==> src/rtl/boot_loader_pkg.sv <==
// boot_loader_pkg: loader state encoding, default geometry and the CPU opcode constants shared with the core.
package boot_loader_pkg;
  typedef enum logic [2:0] {S_IDLE, S_LOAD, S_DRAIN, S_RUN, S_ERROR} state_t;
  localparam int unsigned MEM_DEPTH_DEF = 256;
  localparam logic [15:0] BASE_ADDR_DEF = 16'h0000;
  localparam int unsigned RELEASE_CYCLES_DEF = 2;
  localparam int unsigned TIMER_W = 8;
  localparam logic [3:0] OP_NOP = 4'h0;
  localparam logic [3:0] OP_ADD = 4'h1;
  localparam logic [3:0] OP_SUB = 4'h2;
  localparam logic [3:0] OP_AND = 4'h3;
  localparam logic [3:0] OP_OR = 4'h4;
  localparam logic [3:0] OP_LOAD = 4'h5;
  localparam logic [3:0] OP_STORE = 4'h6;
  localparam logic [3:0] OP_JMP = 4'h7;
  localparam logic [3:0] OP_BEQ = 4'h8;
  localparam logic [3:0] OP_HALT = 4'hF;
endpackage

==> src/rtl/boot_loader_release_timer.sv <==
// release_timer: loadable down-counter that stops at zero and flags it.
module release_timer #(
  parameter int unsigned W = 8
) (
  input  logic         clk,
  input  logic         rst_n,
  input  logic         load,
  input  logic         en,
  input  logic [W-1:0] value,
  output logic         zero
);
  logic [W-1:0] cnt;
  assign zero = cnt == '0;
  always_ff @(posedge clk or negedge rst_n)
    if (!rst_n) cnt <= '0;
    else if (load) cnt <= value;
    else if (en && !zero) cnt <= cnt - W'(1);
endmodule

==> src/rtl/boot_loader.sv <==
// boot_loader: streams a program into instruction memory while holding the CPU in reset, then releases it.
module boot_loader
  import boot_loader_pkg::*;
#(
  parameter int unsigned MEM_DEPTH      = MEM_DEPTH_DEF,
  parameter logic [15:0] BASE_ADDR      = BASE_ADDR_DEF,
  parameter int unsigned RELEASE_CYCLES = RELEASE_CYCLES_DEF
) (
  input  logic        clk,
  input  logic        pc_reset_n,
  input  logic        start,
  input  logic        word_valid,
  input  logic [15:0] word_data,
  input  logic        word_last,
  output logic        word_ready,
  output logic        imem_we,
  output logic [15:0] imem_addr,
  output logic [15:0] imem_data,
  output logic        cpu_reset,
  output logic        busy,
  output logic        done,
  output logic        error,
  output logic [15:0] word_count
);
  state_t state;
  logic hs, full, rel_zero;
  assign word_ready = state == S_LOAD;
  assign hs = word_valid & word_ready;
  assign full = 32'(word_count) >= MEM_DEPTH;
  // the timer is armed on the final handshake so it counts from the write cycle onward
  release_timer #(.W(TIMER_W)) u_release_timer (
    .clk  (clk),
    .rst_n(pc_reset_n),
    .load (hs & word_last & !full),
    .en   (state == S_DRAIN),
    .value(TIMER_W'(RELEASE_CYCLES)),
    .zero (rel_zero)
  );
  always_ff @(posedge clk or negedge pc_reset_n)
    if (!pc_reset_n) begin
      state      <= S_IDLE;
      cpu_reset  <= 1'b1;
      imem_we    <= 1'b0;
      imem_addr  <= '0;
      imem_data  <= '0;
      word_count <= '0;
      busy       <= 1'b0;
      done       <= 1'b0;
      error      <= 1'b0;
    end else begin
      imem_we <= 1'b0;
      case (state)
        S_IDLE, S_RUN, S_ERROR: if (start) begin
          state      <= S_LOAD;
          cpu_reset  <= 1'b1;
          busy       <= 1'b1;
          done       <= 1'b0;
          error      <= 1'b0;
          word_count <= '0;
        end
        S_LOAD: if (hs) begin
          if (full) begin
            state <= S_ERROR;
            busy  <= 1'b0;
            error <= 1'b1;
          end else begin
            imem_we    <= 1'b1;
            imem_addr  <= BASE_ADDR + word_count;
            imem_data  <= word_data;
            word_count <= word_count + 16'd1;
            if (word_last) state <= S_DRAIN;
          end
        end
        S_DRAIN: if (rel_zero) begin
          state     <= S_RUN;
          cpu_reset <= 1'b0;
          busy      <= 1'b0;
          done      <= 1'b1;
        end
        default: state <= S_IDLE;
      endcase
    end
endmodule

==> config.mk <==
export PLATFORM = sky130hd
export DESIGN_NAME = boot_loader
export DESIGN_NICKNAME = d
export VERILOG_FILES = /design/src/rtl/boot_loader_pkg.sv /design/src/rtl/boot_loader_release_timer.sv /design/src/rtl/boot_loader.sv
export SDC_FILE = /design/constraint.sdc
export NUM_CORES = 1
export LEC_CHECK = 0
export ABC_AREA = 1
export BUFFER_PORTS_ARGS = -buffer_cell sky130_fd_sc_hd__buf_2
export CORE_UTILIZATION = 39
export CTS_CLUSTER_SIZE = 14
export DETAILED_ROUTE_END_ITERATION = 8
export PLACE_DENSITY_LB_ADDON = 0.08
export SETUP_SLACK_MARGIN = 0.3
export SLEW_MARGIN = 15
export SYNTH_ARGS = -nofsm -noshare
export SYNTH_HDL_FRONTEND = slang
export SYNTH_SLANG_ARGS = --single-unit
export TNS_END_PERCENT = 5
==> constraint.sdc <==
create_clock -name clk -period 3.13 [get_ports clk]
set_input_delay 0.313 -clock clk [delete_from_list [all_inputs] [get_ports clk]]
set_output_delay 0.313 -clock clk [all_outputs]
set_load 0.05 [all_outputs]
==> metrics.md, run 1 <==
| Metric | Value |
|---|---|
| Yosys warns | `0` |
| Hold WC Path Type | `in -> reg` |
| Global-route wire length before repair | `11.1 mm` |
| Least-Margin Pin Slew | `0.613 ns` |
| Most frequent cells in the layout | `nand2_1 (127), buf_2 (74), dfrtp_1 (63)` |
| DRT iter0 DRCs | `73` |
| CP startpoint | `state[2]` |
| CP peak stage delay | `0.48 ns` |
| Unrepaired setup endpoints after global routing | `no` |
| DRC violations left | `0` |
| Overall die area | `8060 µm²` |
| Crit Reg-Reg Startpoint | `state[2]` |
| Root buf cell | `clkbuf_8` |
| Crit path DAT | `2.26 ns` |
| ANT nets after route | `0` |
| Post-Syn Nets | `386` |
| Layout Cells excl Fill | `545` |
| FFs w/ async S/R, synth | `100%` |
| Logic gate share of total power | `48.2%` |
| Area Overhead vs Synth | `21.4%` |
| Slowest CP cell | `inv_2` |
| Mapped Area | `3010 µm²` |
| Site row count | `31` |
| Syn Area/Cell | `8.33 µm²` |
| Initial Utilization | `40.8%` |
| Vias in the first global route | `2280` |
| Max clock buf depth | `2` |
| Post-Route WL | `6.39 mm` |
| Placed insts | `528` |
| CTS clock-pin slew for the worst setup and hold paths | `0.08 ns` |
| Routability Congestion | `0.839` |
| Wire length per cell | `11.7 µm` |
| Fin util | `49.5%` |
| HPWL Detailed | `4.58 mm` |
| Fin crit share | `63.4%` |
| Final Hold Viols | `0` |
| Share of layout cells above drive strength 1 | `26.5%` |
| Critical path launch point type | `flop` |
| Cell Int Power | `1.81 mW` |
| Critical Path RT | `3.41 ns` |
| Number of enable flip-flop cells after synthesis | `0` |
| Die height | `89.8 µm` |
| Hold path start | `word_data[9]` |
| Period minus WS final | `1.98 ns` |
| Status | `completed` |
| Total CTS buffers | `9` |
| Vias | `2445` |
| Final worst slack | `1.15 ns` |
| # Post-CTS Setup Buffers | `0` |
| Net Sw Frac | `49.5%` |
| Final setup fails | `0` |
| PwrDens | `983 nW/µm²` |
| FF-to-FF setup slack | `1.15 ns` |
| Worst setup path class | `reg -> reg` |
| Detailed Routing Iterations Pass 1 | `4` |
| Tot GR Track Use | `17.3%` |
| Commonest non-fill, non-tap cell in the layout | `nand2_1` |
| Sequential power share | `33.2%` |
| Nets | `466` |
| Rel. slew slack | `59.1%` |
| Clock power frac | `18.5%` |
| Worst slack at placement | `1.14 ns` |
| Crit end category | `flop` |
| VDD IR-drop max | `0.360 mV` |
| Layout Skew | `0.00996 ns` |
| Sw Pwr | `1.77 mW` |
| Cells after Synth | `361` |
| CP max FO | `32` |
| Clock latency on the worst-skew pair | `0.34 ns` |
| CP Cell Sequence | `inv_2 > nand3_4 > nor2_4 > nand2_2 > inv_2 > nand2_1 > nand2_1` |
| CTS tree | `yes` |
| Count of different cell masters after synthesis | `29` |
| Core Area | `7370 µm²` |
| Worst hold slack | `0.158 ns` |
| Die Wd | `89.8 µm` |
| Max-cap violations | `0` |
| Io pins | `75` |
| Static Leak | `2.00 nW` |
| Synthesis-stage register bit count | `64` |
| Buffers added on ports | `74` |
| Setup TNS | `0 ns` |
| H-tree Lvls | `3` |
| Maximum operating frequency | `504 MHz` |
| # clock sinks | `64` |
| Vias per inst | `4.49` |
| Most used DFF post-synth | `dfrtp_1` |
| Slew Viols, Final | `0` |
| Grt total ovfl | `0` |
| Initial antenna violation count | `0` |
| Largest net degree at the start of global routing | `39` |
| Sequential area share after synthesis | `53.3%` |
| Antenna diode count | `0` |
path summary, 6_finish.rpt:
path	end	cells past startpoint
hold / removal	imem_data[9]	3
setup reg to reg	imem_data[1]	7
max in group asynchronous	u_release_timer.cnt[7]	3
hold reg to reg	cpu_reset	2
min in group asynchronous	state[0]	2
setup / recovery	imem_data[1]	7
layout make-up:
cell class | count | area (µm²)
fillers | 773 | 3720
flip-flops and latches | 64 | 1600
multi-input cells | 247 | 1180
repair buffers | 76 | 388
inverters | 43 | 163
clock buffers | 11 | 151
well taps | 99 | 124
clock inverters | 5 | 38.8
metrics by stage:
step | power (mW) | cell area, µm²
after floorplan | 2.62 | 3010
after global placement | 2.94 | 3450
after detailed placement | 2.96 | 3450
after CTS | 3.64 | 3650
after global routing | 3.87 | 3650
final | 3.59 | 3650
worst max-delay path, delay by kind of cell (launching register included):
kind	cells	cell delay (ns)
simple gates	5	0.85
buf+inv	2	0.60
flops	1	0.46
synth_stat cells (3+ instances only):
master | number | area share (%)
nor2_1 | 40 | 5.0
nor2_4 | 4 | 1.5
inv_2 | 3 | 0.37
ha_1 | 4 | 1.7
o21ai_0 | 17 | 2.8
nor2_2 | 5 | 1.0
nand2_1 | 127 | 16
dfrtp_1 | 63 | 52
inv_1 | 39 | 4.9
nand2_2 | 8 | 1.7
xor2_1 | 5 | 1.5
buf_4 | 3 | 0.75
buf_2 | 3 | 0.50
nand3_1 | 23 | 3.8
cell families (layout without fill, tap and decap cells):
group                      after synthesis  in the layout  synth area share (%)
buffers and inverters                   50            135                  7.33
adders and majority gates                4              4                  1.67
AOI/OAI and AO/OA                       22             22                  3.95
xor gates and xnor gates                 6              6                  1.75
DFF                                     64             64                  53.3
and+or+nand+nor                        215            215                  32.0
state kept, by name, indices dropped and copies added (netlist names):
| name | cells |
|---|---|
| done | 1 |
| imem_we | 1 |
| imem_data | 16 |
| state | 3 |
| busy | 1 |
| word_count | 16 |
| cpu_reset | 1 |
| u_release_timer.cnt | 8 |
| imem_addr | 16 |
| error | 1 |
routing by layer:
layer  vias to the layer above  GRT usage, %  part of all wire (%)  wire length (µm)
met1                      1125          22.7                    48              3060
met3                         8          4.48                   3.7               238
met4                         0          6.56                  0.94                60
li1                       1267             -                     -                 -
met2                        45          27.4                    47              3030
met5                         -             0                     0                 0
power by group through the flow:
| stage | clock network (mW) | logic, mW | registers (mW) |
|---|---|---|---|
| finish | 0.665 | 1.73 | 1.19 |
| global route | 0.734 | 1.91 | 1.22 |
| CTS | 0.695 | 1.75 | 1.19 |
| detailed placement | 0 | 1.75 | 1.21 |
| global placement | 0 | 1.74 | 1.20 |
| floorplan | 0 | 0.917 | 1.70 |
timing repair:
| action | in CTS | in global routing |
|---|---|---|
| hold endpoints to repair | 10 | 0 |
| hold buffers | 1 | 0 |
| gates resized for setup | 0 | 0 |
| endpoints found under the setup margin | 0 | 0 |
(Power assumes the default switching activity.)
==> inputs of run 2 (changes only) <==
==> constraint.sdc (replaced) <==
create_clock -name clk -period 1.8 [get_ports clk]
set_input_delay 0.18 -clock clk [delete_from_list [all_inputs] [get_ports clk]]
set_output_delay 0.18 -clock clk [all_outputs]
set_load 0.05 [all_outputs]
==> run 2 against run 1 <==
- clock power increased by 110%
- cell count increased by 2.4%
- clock skew decreased by 0.0020 ns
- sequential power increased by 74%
- sequential share of layout area decreased by 2.8 points
- critical path depth decreased by 3
- die area unchanged
- wire length increased by 3.3%
- combinational power increased by 100%
- largest cell class unchanged
- highest routed layer unchanged
==> metrics.md, run 2 (synthesis gave the netlist of run 1 again) <==
| Metric | Value |
|---|---|
| Largest net degree at the start of global routing | `65` |
| DRC violations left | `0` |
| VDD IR-drop max | `0.591 mV` |
| Unrepaired setup endpoints after global routing | `yes` |
| Final Hold Viols | `0` |
| Largest regs | `imem_addr: 16 flops, imem_data: 16 flops, word_count: 16 flops` |
| CP max FO | `4` |
| Layout Skew | `0.00800 ns` |
| Share of layout cells above drive strength 1 | `31.6%` |
| # clock sinks | `64` |
| Hold WC Path Type | `in -> reg` |
| Commonest non-fill, non-tap cell in the layout | `nand2_1` |
| Critical Path RT | `1.62 ns` |
| CTS clock-pin slew for the worst setup and hold paths | `0.08 ns` |
| Grt total ovfl | `0` |
| Initial Utilization | `40.8%` |
| Layout Cells excl Fill | `558` |
| PwrDens | `1780 nW/µm²` |
| Placed insts | `530` |
| Max clock buf depth | `2` |
| Static Leak | `2.10 nW` |
| Least-Margin Pin Slew | `0.351 ns` |
| Vias per inst | `4.61` |
| Clock latency on the worst-skew pair | `0.34 ns` |
| Sequential cell area | `1610 µm²` |
| Die Wd | `89.8 µm` |
| Overall die area | `8060 µm²` |
| Critical path launch point type | `flop` |
| Slew Viols, Final | `0` |
| Crit path DAT | `1.28 ns` |
| Crit Reg-Reg Startpoint | `u_release_timer.cnt[1]` |
| Rel. slew slack | `76.6%` |
| Area Overhead vs Synth | `30.3%` |
| DRT iter0 DRCs | `96` |
| Final setup fails | `0` |
| Buffers added on ports | `74` |
| Footprint of the multi-input gates | `1240 µm²` |
| CP startpoint | `state[1]` |
| Die height | `89.8 µm` |
| Status | `completed` |
| H-tree Lvls | `3` |
| CTS tree | `yes` |
| HPWL Detailed | `4.45 mm` |
| Fillers | `738` |
| Wire length per cell | `11.8 µm` |
| Routability Congestion | `0.782` |
| Post-Route WL | `6.61 mm` |
| Vias | `2573` |
| Site row count | `31` |
| Max-cap violations | `0` |
| Crit end category | `output pin` |
| Maximum operating frequency | `685 MHz` |
| Nets | `479` |
| Hold path start | `word_data[12]` |
| Global-route wire length before repair | `11.4 mm` |
| Period minus WS final | `1.46 ns` |
| Core Area | `7370 µm²` |
| Initial antenna violation count | `0` |
| Total CTS buffers | `9` |
| Detailed Routing Iterations Pass 1 | `6` |
| Fin crit share | `81.2%` |
| ANT nets after route | `0` |
| Worst setup path class | `reg -> out` |
| Io pins | `75` |
| Tot GR Track Use | `17.8%` |
| Most frequent cells in the layout | `nand2_1 (125), buf_2 (73), dfrtp_1 (58)` |
| Antenna diode count | `0` |
| Vias in the first global route | `2468` |
| Setup TNS | `0 ns` |
| Root buf cell | `clkbuf_8` |
## run 2: changes by cell type in the layout (fill, tap and decap cells not counted), sizes merged
cell,change
buf,+13
bufinv,+2
clkbuf,-2
clkinv,+1
inv,-1
## run 2: what timing repair did
item | CTS | global route
endpoints found under the hold margin | 63 | 0
buffers inserted | 0 | 11
gates cloned | 0 | 0
gates resized for setup | 3 | 21
endpoints found under the setup margin | 36 | 64
hold buffers | 1 | 0
pin swaps | 0 | 9
## run 2: worst max-delay path: stages (launching register included)
cell,delay [ns]
dfrtp_1,0.42
inv_2,0.12
nand2_4,0.08
nor2_4,0.14
buf_6,0.18
## run 2: where the power goes
| group | switching (mW) | total, mW | internal (mW) |
|---|---|---|---|
| Sequential | 0.250 | 2.07 | 1.82 |
| Clock | 0.620 | 1.42 | 0.796 |
| Combinational | 2.44 | 3.49 | 1.05 |
## run 2: layout make-up
type                            count  share of cell area (%)
Clock buffer                        9                    3.16
Clock inverter                      7                    2.68
Inverter                           43                    4.28
Multi-Input combinational cell    247                    31.8
Sequential cell                    64                    41.1
Tap cell                           99                    3.16
Timing Repair Buffer               89                    13.8
## run 2: per-stage QoR
stage / util [%] / worst slack (ns) / total power [mW] / hold slack, ns / cell area, µm²
after floorplan: - / 0.281 / 4.57 / -0.116 / 3010
after global placement: 47.3 / 0.258 / 5.19 / 0.229 / 3480
after detailed placement: 47.3 / 0.217 / 5.22 / 0.229 / 3480
after CTS: 50.7 / 0.234 / 6.69 / 0.00229 / 3740
after global routing: 53.1 / 0.251 / 7.47 / 0.0129 / 3920
final: 53.1 / 0.339 / 6.98 / 0.0244 / 3920
## run 2: final timing paths
kind | slack [ns] | endpoint | depth (start not counted)
max | 0.34 | word_ready | 4
min | 0.02 | imem_data[12] | 3
max reg2reg | 0.36 | done | 7
min reg2reg | 0.47 | cpu_reset | 2
max in group asynchronous | 1.09 | cpu_reset | 3
min in group asynchronous | 0.38 | u_release_timer.cnt[2] | 3
## run 2: metal layers
layer | GRT usage (%) | vias to the layer above | share of wire, %
met4 | 6.69 | 0 | 0.86
met2 | 28.1 | 48 | 49
met3 | 4.82 | 6 | 3.8
met5 | 0 | - | 0
li1 | - | 1292 | -
met1 | 23.3 | 1227 | 46
==> inputs of run 3 (changes only) <==
--- a/config.mk
+++ b/config.mk
@@ -5,7 +5,7 @@
 export SDC_FILE = /design/constraint.sdc
 export NUM_CORES = 1
 export LEC_CHECK = 0
-export ABC_AREA = 1
+export ABC_AREA = 0
 export BUFFER_PORTS_ARGS = -buffer_cell sky130_fd_sc_hd__buf_2
 export CORE_UTILIZATION = 39
 export CTS_CLUSTER_SIZE = 14
==> constraint.sdc (replaced) <==
create_clock -name clk -period 1.2 [get_ports clk]
set_input_delay 0.12 -clock clk [delete_from_list [all_inputs] [get_ports clk]]
set_output_delay 0.12 -clock clk [all_outputs]
set_load 0.05 [all_outputs]
==> run 3 against run 2 <==
- the flow now finishes with violations (setup timing)
- global-route usage grew 1.3 points
- clock-buffer cell count rose by 1
- power increased by 58%
- die area decreased by 0.57%
==> metrics.md, run 3 <==
| Metric | Value |
|---|---|
| Io pins | `75` |
| ANT nets after route | `0` |
| Vias in the first global route | `2431` |
| Fin crit share | `159%` |
| Tot GR Track Use | `19.1%` |
| Die Wd | `89.5 µm` |
| Maximum operating frequency | `525 MHz` |
| Count leader, synth | `dfrtp_1` |
| PwrDens | `2320 nW/µm²` |
| Placed insts | `474` |
| DP Area | `3930 µm²` |
| Synth top area share | `52.8%` |
| Largest net degree at the start of global routing | `65` |
| Cells after Synth | `247` |
| Area Overhead vs Synth | `59.7%` |
| Largest regs | `imem_addr: 16 flops, imem_data: 16 flops, word_count: 16 flops` |
| Crit path DAT | `2.13 ns` |
| Period minus WS final | `1.91 ns` |
| Worst setup path class | `reg -> reg` |
| Max-cap violations | `0` |
| Buffers added on ports | `74` |
| Global-route wire length before repair | `11.4 mm` |
| Fin util | `65.1%` |
| Synthesis-stage register bit count | `64` |
| Hold WC Path Type | `in -> reg` |
| Antenna diode count | `0` |
| Site row count | `31` |
| Static Leak | `2.32 nW` |
| Most used DFF post-synth | `dfrtp_1` |
| Core Area | `7330 µm²` |
| Root buf cell | `clkbuf_8` |
| Vias | `2469` |
| CTS tree | `yes` |
| Count of different cell masters after synthesis | `48` |
| Crit end category | `flop` |
| CTS clock-pin slew for the worst setup and hold paths | `0.07 ns` |
| Routability Congestion | `0.784` |
| Layout Cells excl Fill | `493` |
| Critical path launch point type | `flop` |
| Failing checks | `setup timing` |
| Wire length per cell | `14.8 µm` |
| DRT iter0 DRCs | `93` |
| Vias per inst | `5.01` |
| Most frequent cells in the layout | `buf_6 (59), dfrtp_1 (56), buf_4 (40)` |
| Detailed Routing Iterations Pass 1 | `4` |
| Rel. slew slack | `77.2%` |
| Slew Viols, Final | `0` |
| Overall die area | `8020 µm²` |
| FFs w/ async S/R, synth | `100%` |
| Most frequent cells after synthesis | `dfrtp_1 (63), mux2_4 (22), nand2_1 (13)` |
| Area contributors post-synth | `dfrtp_1 (53%), mux2_4 (11%), and2_1 (2.5%)` |
| H-tree Lvls | `3` |
| Total CTS buffers | `9` |
| Initial antenna violation count | `0` |
| Least-Margin Pin Slew | `0.343 ns` |
| Max clock buf depth | `2` |
| # clock sinks | `64` |
| Final setup fails | `66` |
| Final Hold Viols | `0` |
| VDD IR-drop max | `0.989 mV` |
| Commonest non-fill, non-tap cell in the layout | `buf_6` |
| Post-Route WL | `7.31 mm` |
| HPWL Detailed | `4.95 mm` |
| Status | `finished with violations` |
| Layout Skew | `0.00649 ns` |
| Post-Syn Nets | `272` |
| Final Instance Area | `4770 µm²` |
| Initial Utilization | `40.8%` |
| Mapped Area | `2990 µm²` |
| Sequential area share after synthesis | `53.6%` |
| Clock latency on the worst-skew pair | `0.34 ns` |
| Unrepaired setup endpoints after global routing | `yes` |
| Critical Path RT | `1.42 ns` |
| Number of enable flip-flop cells after synthesis | `0` |
| CP max FO | `21` |
| DRC violations left | `0` |
| Share of layout cells above drive strength 1 | `55.3%` |
| Die height | `89.5 µm` |
| Nets | `414` |
| Final worst slack | `-0.705 ns` |
| Grt total ovfl | `0` |
| Yosys warns | `0` |
| Syn Area/Cell | `12.1 µm²` |
| Leading area contributor after synthesis | `dfrtp_1` |
-- run 3: cells by family after synthesis --
logic type / count (synthesis) / share of synthesized area (%)
simple gates: 90 / 18.2
flops: 64 / 53.6
compound gates: 39 / 8.96
mux: 27 / 12.9
buf+inv: 18 / 3.18
xor+xnor: 5 / 1.47
fa+ha+maj: 4 / 1.68
-- run 3: final timing paths --
kind / from / slack, ns / cells past startpoint / to
min reg2reg: imem_addr[12] / 0.51 / 1 / imem_addr[12]
max in group asynchronous: pc_reset_n / 0.56 / 3 / cpu_reset
min: word_data[9] / 0.02 / 2 / imem_data[9]
max reg2reg: word_count[15] / -0.71 / 5 / imem_data[12]
max: word_count[15] / -0.71 / 5 / imem_data[12]
min in group asynchronous: pc_reset_n / 0.33 / 3 / imem_addr[8]
-- run 3: per-stage QoR --
stage                     total power, mW  hold slack, ns  setup TNS [ns]  setup WS (ns)
after CTS                            10.9        0.000783          -35.50         -0.693
after detailed placement             8.22           0.164          -36.82         -0.700
final                                11.1          0.0164          -35.23         -0.705
after global placement               8.12           0.166          -35.19         -0.667
after global routing                 11.7        0.000529          -39.51         -0.762
after floorplan                      6.44          -0.176          -39.78         -0.838
-- run 3: repair_timing --
item | CTS | global route
setup buffers | 1 | 1
resized for setup | 156 | 26
hold buffers | 1 | 0
pin swaps | 5 | 6
endpoints found under the setup margin | 118 | 118
endpoints found under the hold margin | 63 | 0
-- run 3: routing by layer --
| layer | wire length [µm] | vias to the layer above | track usage (%) |
|---|---|---|---|
| li1 | - | 1190 | - |
| met1 | 3410 | 1204 | 25.1 |
| met2 | 3460 | 67 | 30.7 |
| met3 | 362 | 8 | 4.06 |
| met4 | 77 | 0 | 7.65 |
| met5 | 0 | - | 0 |
-- run 3: where the power goes --
group | leakage [nW] | switching [mW] | total, mW | internal [mW]
clock | 0.0920 | 0.842 | 1.79 | 0.948
sequential | 0.825 | 0.430 | 3.14 | 2.71
combinational | 1.40 | 3.26 | 6.13 | 2.87
-- run 3: layout make-up --
type	instances	area, µm²
Inverter	8	32.5
Clock inverter	6	60.1
Multi-Input combinational cell	165	1440
Sequential cell	64	1610
Fill cell	545	2560
Timing Repair Buffer	141	1380
Clock buffer	10	128
Tap cell	99	124
-- run 3: critical path, cell delays in order, from the launching register on --
cell	delay (ns)
dfrtp_2	0.42
or4_4	0.56
nor3_4	0.23
nand2_4	0.09
buf_12	0.17
mux2_4	0.31
